===== src/rtl/scan_hex_pkg.sv =====
// -----------------------------------------------------------------------------
// scan_hex_pkg
// Shared definitions for the scan_hex receive-side hex parser.
//   - state_t       : FSM state encoding (IDLE, RECV, PROC, DONE)
//   - char_class_t  : classification of a received character in word mode
//   - ASC_*         : ASCII constants for separators, terminators and editing keys
//   - MODE_*        : encoding of type_rx (raw byte vs. hex word)
//   - classify()    : maps a character plus its hex-digit flag to a char_class_t
// -----------------------------------------------------------------------------
package scan_hex_pkg;

  typedef enum logic [1:0] {
    ST_IDLE = 2'd0,
    ST_RECV = 2'd1,
    ST_PROC = 2'd2,
    ST_DONE = 2'd3
  } state_t;

  typedef enum logic [2:0] {
    CC_HEX  = 3'd0,
    CC_SEP  = 3'd1,
    CC_TERM = 3'd2,
    CC_BS   = 3'd3,
    CC_ILL  = 3'd4
  } char_class_t;

  localparam logic [7:0] ASC_CR         = 8'h0D;
  localparam logic [7:0] ASC_SP         = 8'h20;
  localparam logic [7:0] ASC_DASH       = 8'h2D;
  localparam logic [7:0] ASC_UNDERSCORE = 8'h5F;
  localparam logic [7:0] ASC_BS         = 8'h08;
  localparam logic [7:0] ASC_DEL        = 8'h7F;

  localparam logic MODE_BYTE = 1'b0;
  localparam logic MODE_WORD = 1'b1;

  // Hex digits win over everything else; BS/DEL are always reported as
  // CC_BS and the FSM decides whether editing is supported in this build.
  function automatic char_class_t classify(input logic [7:0] c, input logic is_hex);
    char_class_t cc;
    if (is_hex) begin
      cc = CC_HEX;
    end else if ((c == ASC_DASH) || (c == ASC_UNDERSCORE)) begin
      cc = CC_SEP;
    end else if ((c == ASC_CR) || (c == ASC_SP)) begin
      cc = CC_TERM;
    end else if ((c == ASC_BS) || (c == ASC_DEL)) begin
      cc = CC_BS;
    end else begin
      cc = CC_ILL;
    end
    return cc;
  endfunction

endpackage


===== src/rtl/scan_hex_c2h.sv =====
// -----------------------------------------------------------------------------
// scan_hex_c2h
// Combinational ASCII-to-nibble converter, the inverse of the print path's H2C.
// Accepts '0'-'9', 'A'-'F' and 'a'-'f'.
// Ports:
//   i_asc    [7:0]  ASCII character
//   o_hex    [3:0]  nibble value (0 when not a hex digit)
//   o_is_hex        1 when i_asc is a hex digit
// -----------------------------------------------------------------------------
module scan_hex_c2h
  import scan_hex_pkg::*;
(
  input  logic [7:0] i_asc,
  output logic [3:0] o_hex,
  output logic       o_is_hex
);

  // Decode digit ranges; letters map via low nibble + 9 ('A'/'a' low nibble is 1).
  always_comb begin
    o_hex    = 4'h0;
    o_is_hex = 1'b0;
    if ((i_asc >= 8'h30) && (i_asc <= 8'h39)) begin
      o_hex    = i_asc[3:0];
      o_is_hex = 1'b1;
    end else if ((i_asc >= 8'h41) && (i_asc <= 8'h46)) begin
      o_hex    = i_asc[3:0] + 4'h9;
      o_is_hex = 1'b1;
    end else if ((i_asc >= 8'h61) && (i_asc <= 8'h66)) begin
      o_hex    = i_asc[3:0] + 4'h9;
      o_is_hex = 1'b1;
    end else begin
      o_hex    = 4'h0;
      o_is_hex = 1'b0;
    end
  end

endmodule


===== src/rtl/scan_hex.sv =====
// -----------------------------------------------------------------------------
// scan_hex
// Receive-side hex scanner for the debug unit. Pulls ASCII characters from the
// UART receiver (valid/ready) and returns either one raw byte or a hex word to
// the command controller over a 4-phase req/ack handshake.
//
// Build option: define SCAN_BACKSPACE_EN to let BS (0x08) / DEL (0x7F) delete
// the most recent digit in word mode; without it they are illegal characters.
//
// Parameters:
//   MAX_DIGITS  hex digits retained for a word (older digits shift out the top)
//   DW          result width, must be 4*MAX_DIGITS
// Ports:
//   clk      system clock
//   rstn     asynchronous active-low reset
//   d_rx     ASCII character from the UART receiver
//   vld_rx   d_rx valid
//   rdy_rx   ready; a character transfers when vld_rx && rdy_rx
//   req_rx   controller request to scan one item
//   type_rx  0 = raw byte, 1 = hex word (sampled when the request starts)
//   ack_rx   result valid, held until req_rx falls
//   din_rx   parsed result, held until the next result
//   err_rx   an illegal character was seen in the word just returned
// -----------------------------------------------------------------------------
module scan_hex
  import scan_hex_pkg::*;
#(
  parameter int MAX_DIGITS = 8,
  parameter int DW         = 32
) (
  input  logic          clk,
  input  logic          rstn,
  input  logic [7:0]    d_rx,
  input  logic          vld_rx,
  output logic          rdy_rx,
  input  logic          req_rx,
  input  logic          type_rx,
  output logic          ack_rx,
  output logic [DW-1:0] din_rx,
  output logic          err_rx
);

  localparam int              CW      = $clog2(MAX_DIGITS + 1);
  localparam logic [CW-1:0]   CNT_MAX = CW'(MAX_DIGITS);
  localparam logic [CW-1:0]   CNT_ONE = CW'(1);

  state_t          r_state;
  logic            r_type;
  logic [7:0]      r_char;
  logic [DW-1:0]   r_sr;
  logic [CW-1:0]   r_cnt;
  logic            r_err;
  logic            r_rdy;
  logic            r_ack;
  logic [DW-1:0]   r_din;
  logic            r_err_out;

  logic [3:0]      w_nib;
  logic            w_is_hex;
  char_class_t     w_class;

  scan_hex_c2h u_c2h (
    .i_asc    (r_char),
    .o_hex    (w_nib),
    .o_is_hex (w_is_hex)
  );

  assign w_class = classify(r_char, w_is_hex);

  // Main control FSM: request handshake, character intake and word assembly.
  always_ff @(posedge clk or negedge rstn) begin
    if (!rstn) begin
      r_state   <= ST_IDLE;
      r_type    <= MODE_BYTE;
      r_char    <= 8'h00;
      r_sr      <= {DW{1'b0}};
      r_cnt     <= {CW{1'b0}};
      r_err     <= 1'b0;
      r_rdy     <= 1'b0;
      r_ack     <= 1'b0;
      r_din     <= {DW{1'b0}};
      r_err_out <= 1'b0;
    end else begin
      case (r_state)
        ST_IDLE: begin
          if (req_rx && !r_ack) begin
            r_type  <= type_rx;
            r_sr    <= {DW{1'b0}};
            r_cnt   <= {CW{1'b0}};
            r_err   <= 1'b0;
            r_rdy   <= 1'b1;
            r_state <= ST_RECV;
          end else begin
            r_rdy   <= 1'b0;
            r_state <= ST_IDLE;
          end
        end

        // Abort has priority over a concurrent character: rdy_rx was
        // already high, but the character is simply not captured.
        ST_RECV: begin
          if (!req_rx) begin
            r_rdy   <= 1'b0;
            r_state <= ST_IDLE;
          end else if (vld_rx && r_rdy) begin
            r_char  <= d_rx;
            r_rdy   <= 1'b0;
            r_state <= ST_PROC;
          end else begin
            r_state <= ST_RECV;
          end
        end

        ST_PROC: begin
          if (!req_rx) begin
            r_rdy   <= 1'b0;
            r_state <= ST_IDLE;
          end else if (r_type == MODE_BYTE) begin
            r_din   <= {{(DW-8){1'b0}}, r_char};
            r_state <= ST_DONE;
          end else begin
            case (w_class)
              CC_HEX: begin
                r_sr    <= {r_sr[DW-5:0], w_nib};
                if (r_cnt != CNT_MAX) begin
                  r_cnt <= r_cnt + CNT_ONE;
                end else begin
                  r_cnt <= r_cnt;
                end
                r_rdy   <= 1'b1;
                r_state <= ST_RECV;
              end
              CC_SEP: begin
                r_rdy   <= 1'b1;
                r_state <= ST_RECV;
              end
              // A terminator before any digit is leading whitespace.
              CC_TERM: begin
                if (r_cnt == {CW{1'b0}}) begin
                  r_rdy   <= 1'b1;
                  r_state <= ST_RECV;
                end else begin
                  r_din   <= r_sr;
                  r_state <= ST_DONE;
                end
              end
              CC_BS: begin
`ifdef SCAN_BACKSPACE_EN
                if (r_cnt != {CW{1'b0}}) begin
                  r_sr  <= {4'h0, r_sr[DW-1:4]};
                  r_cnt <= r_cnt - CNT_ONE;
                end else begin
                  r_cnt <= r_cnt;
                end
`else
                r_err <= 1'b1;
`endif
                r_rdy   <= 1'b1;
                r_state <= ST_RECV;
              end
              default: begin
                r_err   <= 1'b1;
                r_rdy   <= 1'b1;
                r_state <= ST_RECV;
              end
            endcase
          end
        end

        ST_DONE: begin
          if (!req_rx) begin
            r_ack   <= 1'b0;
            r_state <= ST_IDLE;
          end else begin
            r_ack     <= 1'b1;
            r_err_out <= r_err;
            r_state   <= ST_DONE;
          end
        end

        default: begin
          r_rdy   <= 1'b0;
          r_ack   <= 1'b0;
          r_state <= ST_IDLE;
        end
      endcase
    end
  end

  assign rdy_rx = r_rdy;
  assign ack_rx = r_ack;
  assign din_rx = r_din;
  assign err_rx = r_err_out;

endmodule


===== config.mk =====
export PLATFORM = sky130hd
export DESIGN_NAME = scan_hex
export DESIGN_NICKNAME = d
export VERILOG_FILES = /design/src/rtl/scan_hex_pkg.sv /design/src/rtl/scan_hex_c2h.sv /design/src/rtl/scan_hex.sv
export SDC_FILE = /design/constraint.sdc
export NUM_CORES = 1
export LEC_CHECK = 0
export CORE_MARGIN = 2
export CORE_UTILIZATION = 50
export CTS_BUF_LIST = sky130_fd_sc_hd__clkbuf_4 sky130_fd_sc_hd__clkbuf_8
export CTS_CLUSTER_DIAMETER = 60
export CTS_CLUSTER_SIZE = 24
export DETAILED_ROUTE_END_ITERATION = 10
export GPL_ROUTABILITY_DRIVEN = 0
export PLACE_DENSITY = 0.71
export SKIP_CTS_REPAIR_TIMING = 1
export SLEW_MARGIN = 20
export SYNTH_ARGS = -nofsm -noshare
export SYNTH_HDL_FRONTEND = slang
export SYNTH_SLANG_ARGS = --single-unit

===== constraint.sdc =====
create_clock -name clk -period 5.2 [get_ports clk]
set_clock_uncertainty 0.15 [all_clocks]
set_input_delay 1.56 -clock clk [delete_from_list [all_inputs] [get_ports clk]]
set_output_delay 1.56 -clock clk [all_outputs]
set_load 0.02 [all_outputs]

# After elaboration in Yosys (flattened, before gate mapping)
# Index checks and enable logic that the tools add are counted.
[classes]
n_addsub = 2
n_lt_le_gt_ge = 6
n_eq_ne = 23
mux = 47
reduce_logical = 23
[ops]
columns = ["op", "count"]
rows = [
  ["2-to-1 mux 32 bit", 7],
  ["case mux 32 bit (2 select lines)", 1],
  ["2-to-1 mux 4 bit", 8],
  ["== test 8 x 4 -> 1 bit (second input constant)", 2],
  ["== test 8 x 6 -> 1 bit (second input constant)", 2],
  ["== test 8 x 7 -> 1 bit (second input constant)", 2],
  [">= comparator 8 x 7 -> 1 bit (second input constant)", 2],
  ["<= comparator 8 x 7 -> 1 bit (second input constant)", 2],
  ["2-to-1 mux 1 bit", 16],
  ["2-to-1 mux 2 bit", 7],
  ["2-to-1 mux 3 bit", 4],
  ["inequality test 2 bit (second input constant)", 6],
  ["AND reduction 5 bit", 2],
  [">= comparator 8 x 6 -> 1 bit (second input constant)", 1],
  ["<= comparator 8 x 6 -> 1 bit (second input constant)", 1],
  ["inequality test 4 bit (second input constant)", 2],
  ["case mux 2 bit (4 select lines)", 1],
  ["case mux 4 bit (2 select lines)", 1],
  ["AND reduction 4 bit", 2],
  ["inequality test 3 bit (second input constant)", 2],
  ["AND reduction 6 bit", 1],
  ["logical AND 1 bit", 5],
  ["adder 4 x 1 -> 4 bit (second input constant)", 1],
  ["adder 4 bit (second input constant)", 1],
  ["17 further kinds", 22],
]
[totals]
register_bits = 83
elab_cells = 111

# Depth between registers and ports, before layout
[logic_depth]
word_depth = 12
mapped_depth = 9

# Cells and area by module
# From an unflattened synthesis, not the netlist that was laid out.
[unflattened]
hier_cells = 338
hier_area_um2 = 3762.4
[modules_own_cells]
columns = ["module", "instances", "cells_each", "area_each_um2", "seq_area_each_um2"]
rows = [
  ["scan_hex", 1, 313, 3547.2, 2077.0],
  ["scan_hex_c2h", 1, 25, 215.2, 0.0],
]

# Worst setup path after synthesis
# Ideal clock, no wire load.
[synth_timing]
kind = "input port to flip-flop"
startpoint = "input port req_rx"
endpoint = "register r_din[1], in the netlist din_rx[1]"
arrival_time_ns = 2.774
setup_slack_ns = 2.150
path_stages = 8
n_path_buf = 4
path_cell_list = "clkbuf_1 > and2_1 > buf_2 > and2_4 > buf_6 > buf_2 > nand4_1 > o311a_1"
[synth_via]
elab_chain_cells = 1
[synth_lines]
columns = ["item", "line_no", "rtl"]
rows = [
  ["start: declaration", "scan_hex.sv:36", "input logic req_rx,"],
  ["AND reduction 4 bit (no line)", "--", ""],
  ["end signal: assignment", "scan_hex.sv:81", "r_din <= {DW{1'b0}};"],
  ["end signal: assignment", "scan_hex.sv:119", "r_din <= {{(DW-8){1'b0}}, r_char};"],
  ["end signal: assignment", "scan_hex.sv:143", "r_din <= r_sr;"],
  ["end: declaration", "scan_hex.sv:55", "logic [DW-1:0] r_din;"],
]
# Every way passes these cells.
# A chain may end at the register's enable or synchronous reset.

# Final worst setup path
[layout_timing]
startpoint = "input port req_rx"
endpoint = "register r_sr[10]"
[layout_via]
elab_chain_cells = 3
elab_cells_between_ends = 4
classes_between = "2 x eq/ne; 2 x reduce/logical"
[layout_lines]
columns = ["item", "line_no", "rtl"]
rows = [
  ["logical AND 1 bit", "scan_hex.sv:86", "if (req_rx && !r_ack) begin"],
  ["inequality test 2 bit (no line)", "--", ""],
  ["AND reduction 5 bit (no line) *", "--", ""],
  ["end signal: assignment", "scan_hex.sv:76", "r_sr <= {DW{1'b0}};"],
  ["end signal: assignment", "scan_hex.sv:88", "r_sr <= {DW{1'b0}};"],
  ["end signal: assignment", "scan_hex.sv:124", "r_sr <= {r_sr[DW-5:0], w_nib};"],
  ["end: declaration", "scan_hex.sv:50", "logic [DW-1:0] r_sr;"],
]
# Mark *: on every way between the ends. The rest lies on a longest branch, timed or not.

==> impl_metrics.json <==
{
  "grt_pass1_vias": 3153,
  "pwr-share-seq": 0.592,
  "final_max_slew_viol_count": 0,
  "die_x_um": 97.0,
  "netSwitchingFraction": 0.239,
  "crit_fanout": 32,
  "fmax_mhz": 287,
  "pwr-share-clk": 0.387,
  "synth_edf_count": 0,
  "route.detailed.drc": 0,
  "synth.most_common_cell": "dfrtp_1",
  "outcome": "completed",
  "grt_max_degree": 63,
  "crit_type": "in2reg",
  "synth_top_area_frac": 0.480,
  "synth_top_area_cell": "dfrtp_1",
  "internal-power_uw": 829,
  "ys_ff_latch": 83,
  "ant_nets": 0,
  "grt.overflow.total": 0,
  "numPortBuffers": 47,
  "power.density_mw_per_mm2": 220,
  "nets": 478,
  "grt_use_total": 0.199,
  "wirelength_um": 9090,
  "synth_fp_nets": 447,
  "synth_cells": 425,
  "min_from": "r_err",
  "post-dp-hpwl_um": 5930,
  "final_layout_size_suffix_gt1_frac": 0.0868,
  "cap_violations": 0,
  "hold_path_class": "reg2reg",
  "final_area_mm2": 0.00494,
  "combinationalPowerShare": 0.021,
  "final.period_utilization": 0.671,
  "startpoint_type": "input pin",
  "cts_buffer_depth": 2,
  "cp-end-kind": "flip-flop",
  "drt_iter0_drc": 185,
  "cts_sinks": 83,
  "hold_path_depth": 2,
  "fin_tns_setup_ns": 0,
  "p_leak_uw": 0.00235,
  "post_drt_wl_per_cell_um": 16.1,
  "crit-reg2reg-launch": "r_char[1]",
  "synth_seq_area_share": 0.480,
  "max-vdd-ir-drop_mv": 0.153,
  "clk_pin_slew_worst_paths_ns": 0.09,
  "die_h_um": 97.0,
  "num_rows": 33,
  "insertion_delay_ns": 0.35,
  "grt_pass1_wl_um": 15600,
  "fin_crit_ns": 3.49,
  "syn_to_final_growth_pct": 14.2,
  "root_buffer": "clkbuf_8",
  "ios": 48,
  "synth_commonest_cells": "dfrtp_1, nand2_1, inv_1",
  "cp.arrival_ns": 3.54,
  "r2r_setup_slack_ns": 2.33,
  "synth_flop_cell": "dfrtp_1",
  "slew_headroom": 0.415,
  "crit_slowest_cell": "clkdlybuf4s50_1",
  "setup_violations": 0,
  "ff2ff_path_depth": 7,
  "core_mm2": 0.00830,
  "syn-mean-instance-area_um2": 10.2,
  "antenna_found_initial": 0,
  "tightest_slew_ns": 0.876,
  "reg2reg_to": "din_rx[18]",
  "cp_slowest_stage_delay_ns": 0.61,
  "n_antenna_cell": 0,
  "hold_viol": 0,
  "required_ns": 5.26,
  "hold-path-endpoint": "r_err",
  "switchingPower_uw": 260,
  "synthTopCellsByArea": "dfrtp_1, mux2i_1, nand2_1",
  "async_flop_share": 1.00,
  "grt_setup_unrepaired": "no",
  "cts_tree": "done",
  "start_util": 0.521,
  "syn_area_mm2": 0.00433,
  "drt_first_pass_iters": 4,
  "numCtsBuffers": 9,
  "critical_path.cell_chain": "clkdlybuf4s50_1 > and2_1 > and3_1 > o21ai_4 > buf_4 > mux2i_1",
  "placed_area_mm2": 0.00476,
  "synth_cell_types": 52,
  "num_vias": 3266,
  "via_per_inst": 5.77,
  "die_area_mm2": 0.00941,
  "ys_warn_count": 0,
  "h-tree-depth": 3
}
[sequential cells by signal, indices dropped and copies added (netlist names)]
register  flops
r_err         1
r_cnt         4
r_type        1
ack_rx        1
r_char        8
din_rx       32
r_sr         32
err_rx        1
rdy_rx        1
r_state       2
[per-stage QoR]
stage                     worst slack [ns]  hold slack [ns]  power (uW)  utilization  cells
after floorplan                       2.15            0.295         659            -    425
after global placement                1.46            0.316         681        0.574    550
after detailed placement              1.40            0.319         681        0.574    550
after CTS                             1.76            0.340        1100        0.595    566
after global routing                  1.60            0.368        1130        0.595    566
final                                 1.71            0.332        1090        0.595    566
[cell families after synthesis]
group	after synthesis	synth area share
AOI/OAI and AO/OA	73	0.135
buffers and inverters	71	0.0798
DFF	83	0.480
and+or+nand+nor	141	0.165
adders and majority gates	9	0.0260
muxes	47	0.112
xor gates and xnor gates	1	0.00203
[worst max-delay path, delay by kind of cell]
kind | cells | cell delay (ns)
buffers and inverters | 2 | 0.92
AND/OR/NAND/NOR | 2 | 0.79
multiplexers | 1 | 0.19
AO/OA/AOI/OAI | 1 | 0.08
[area by class of cell]
cell class                      instances  area (um^2)
Fill cell                             728         3360
Sequential cell                        83         2080
Multi-Input combinational cell        271         1900
Timing Repair Buffer                   52          505
Inverter                               39          146
Tap cell                              105          131
Clock buffer                            9          124
Clock inverter                          7         52.6
[routing by layer]
metal	vias up	global-route usage	routed length, um
met1	1624	0.289	4450
met3	11	0.0311	327
met2	66	0.307	4210
li1	1565	-	-
met5	-	0	0
met4	0	0.0618	103
[power groups by stage]
stage	clock, uW	sequential [uW]	combinational, uW
floorplan	0	658	0.992
global placement	0	658	23.1
detailed placement	0	658	23.7
CTS	433	645	23.7
global route	458	645	26.1
finish	422	645	22.4
[cell usage in the layout, fill, tap and decap left out, types with 10 or more instances in the layout]
cell	netlist	layout
a221o_1	12	12
nand4_1	22	22
clkdlybuf4s50_1	0	46
a21oi_1	14	14
mux2i_1	37	37
and3_1	13	13
nand2_1	82	82
dfrtp_1	83	82
inv_1	38	38
mux2_2	10	10
o211ai_1	14	14
[how the worst max path moves through the flow]
stage               cells after the start         to  slack (ns)  startpoint
floorplan                               8  din_rx[1]        2.15      req_rx
global placement                        6    r_sr[3]        1.46      req_rx
detailed placement                      6   r_sr[26]        1.40      req_rx
CTS                                     6   r_sr[12]        1.76      req_rx
global route                            6   r_sr[10]        1.60      req_rx
finish                                  6   r_sr[10]        1.71      req_rx
Note: power is estimated with default switching activity, not from simulation.
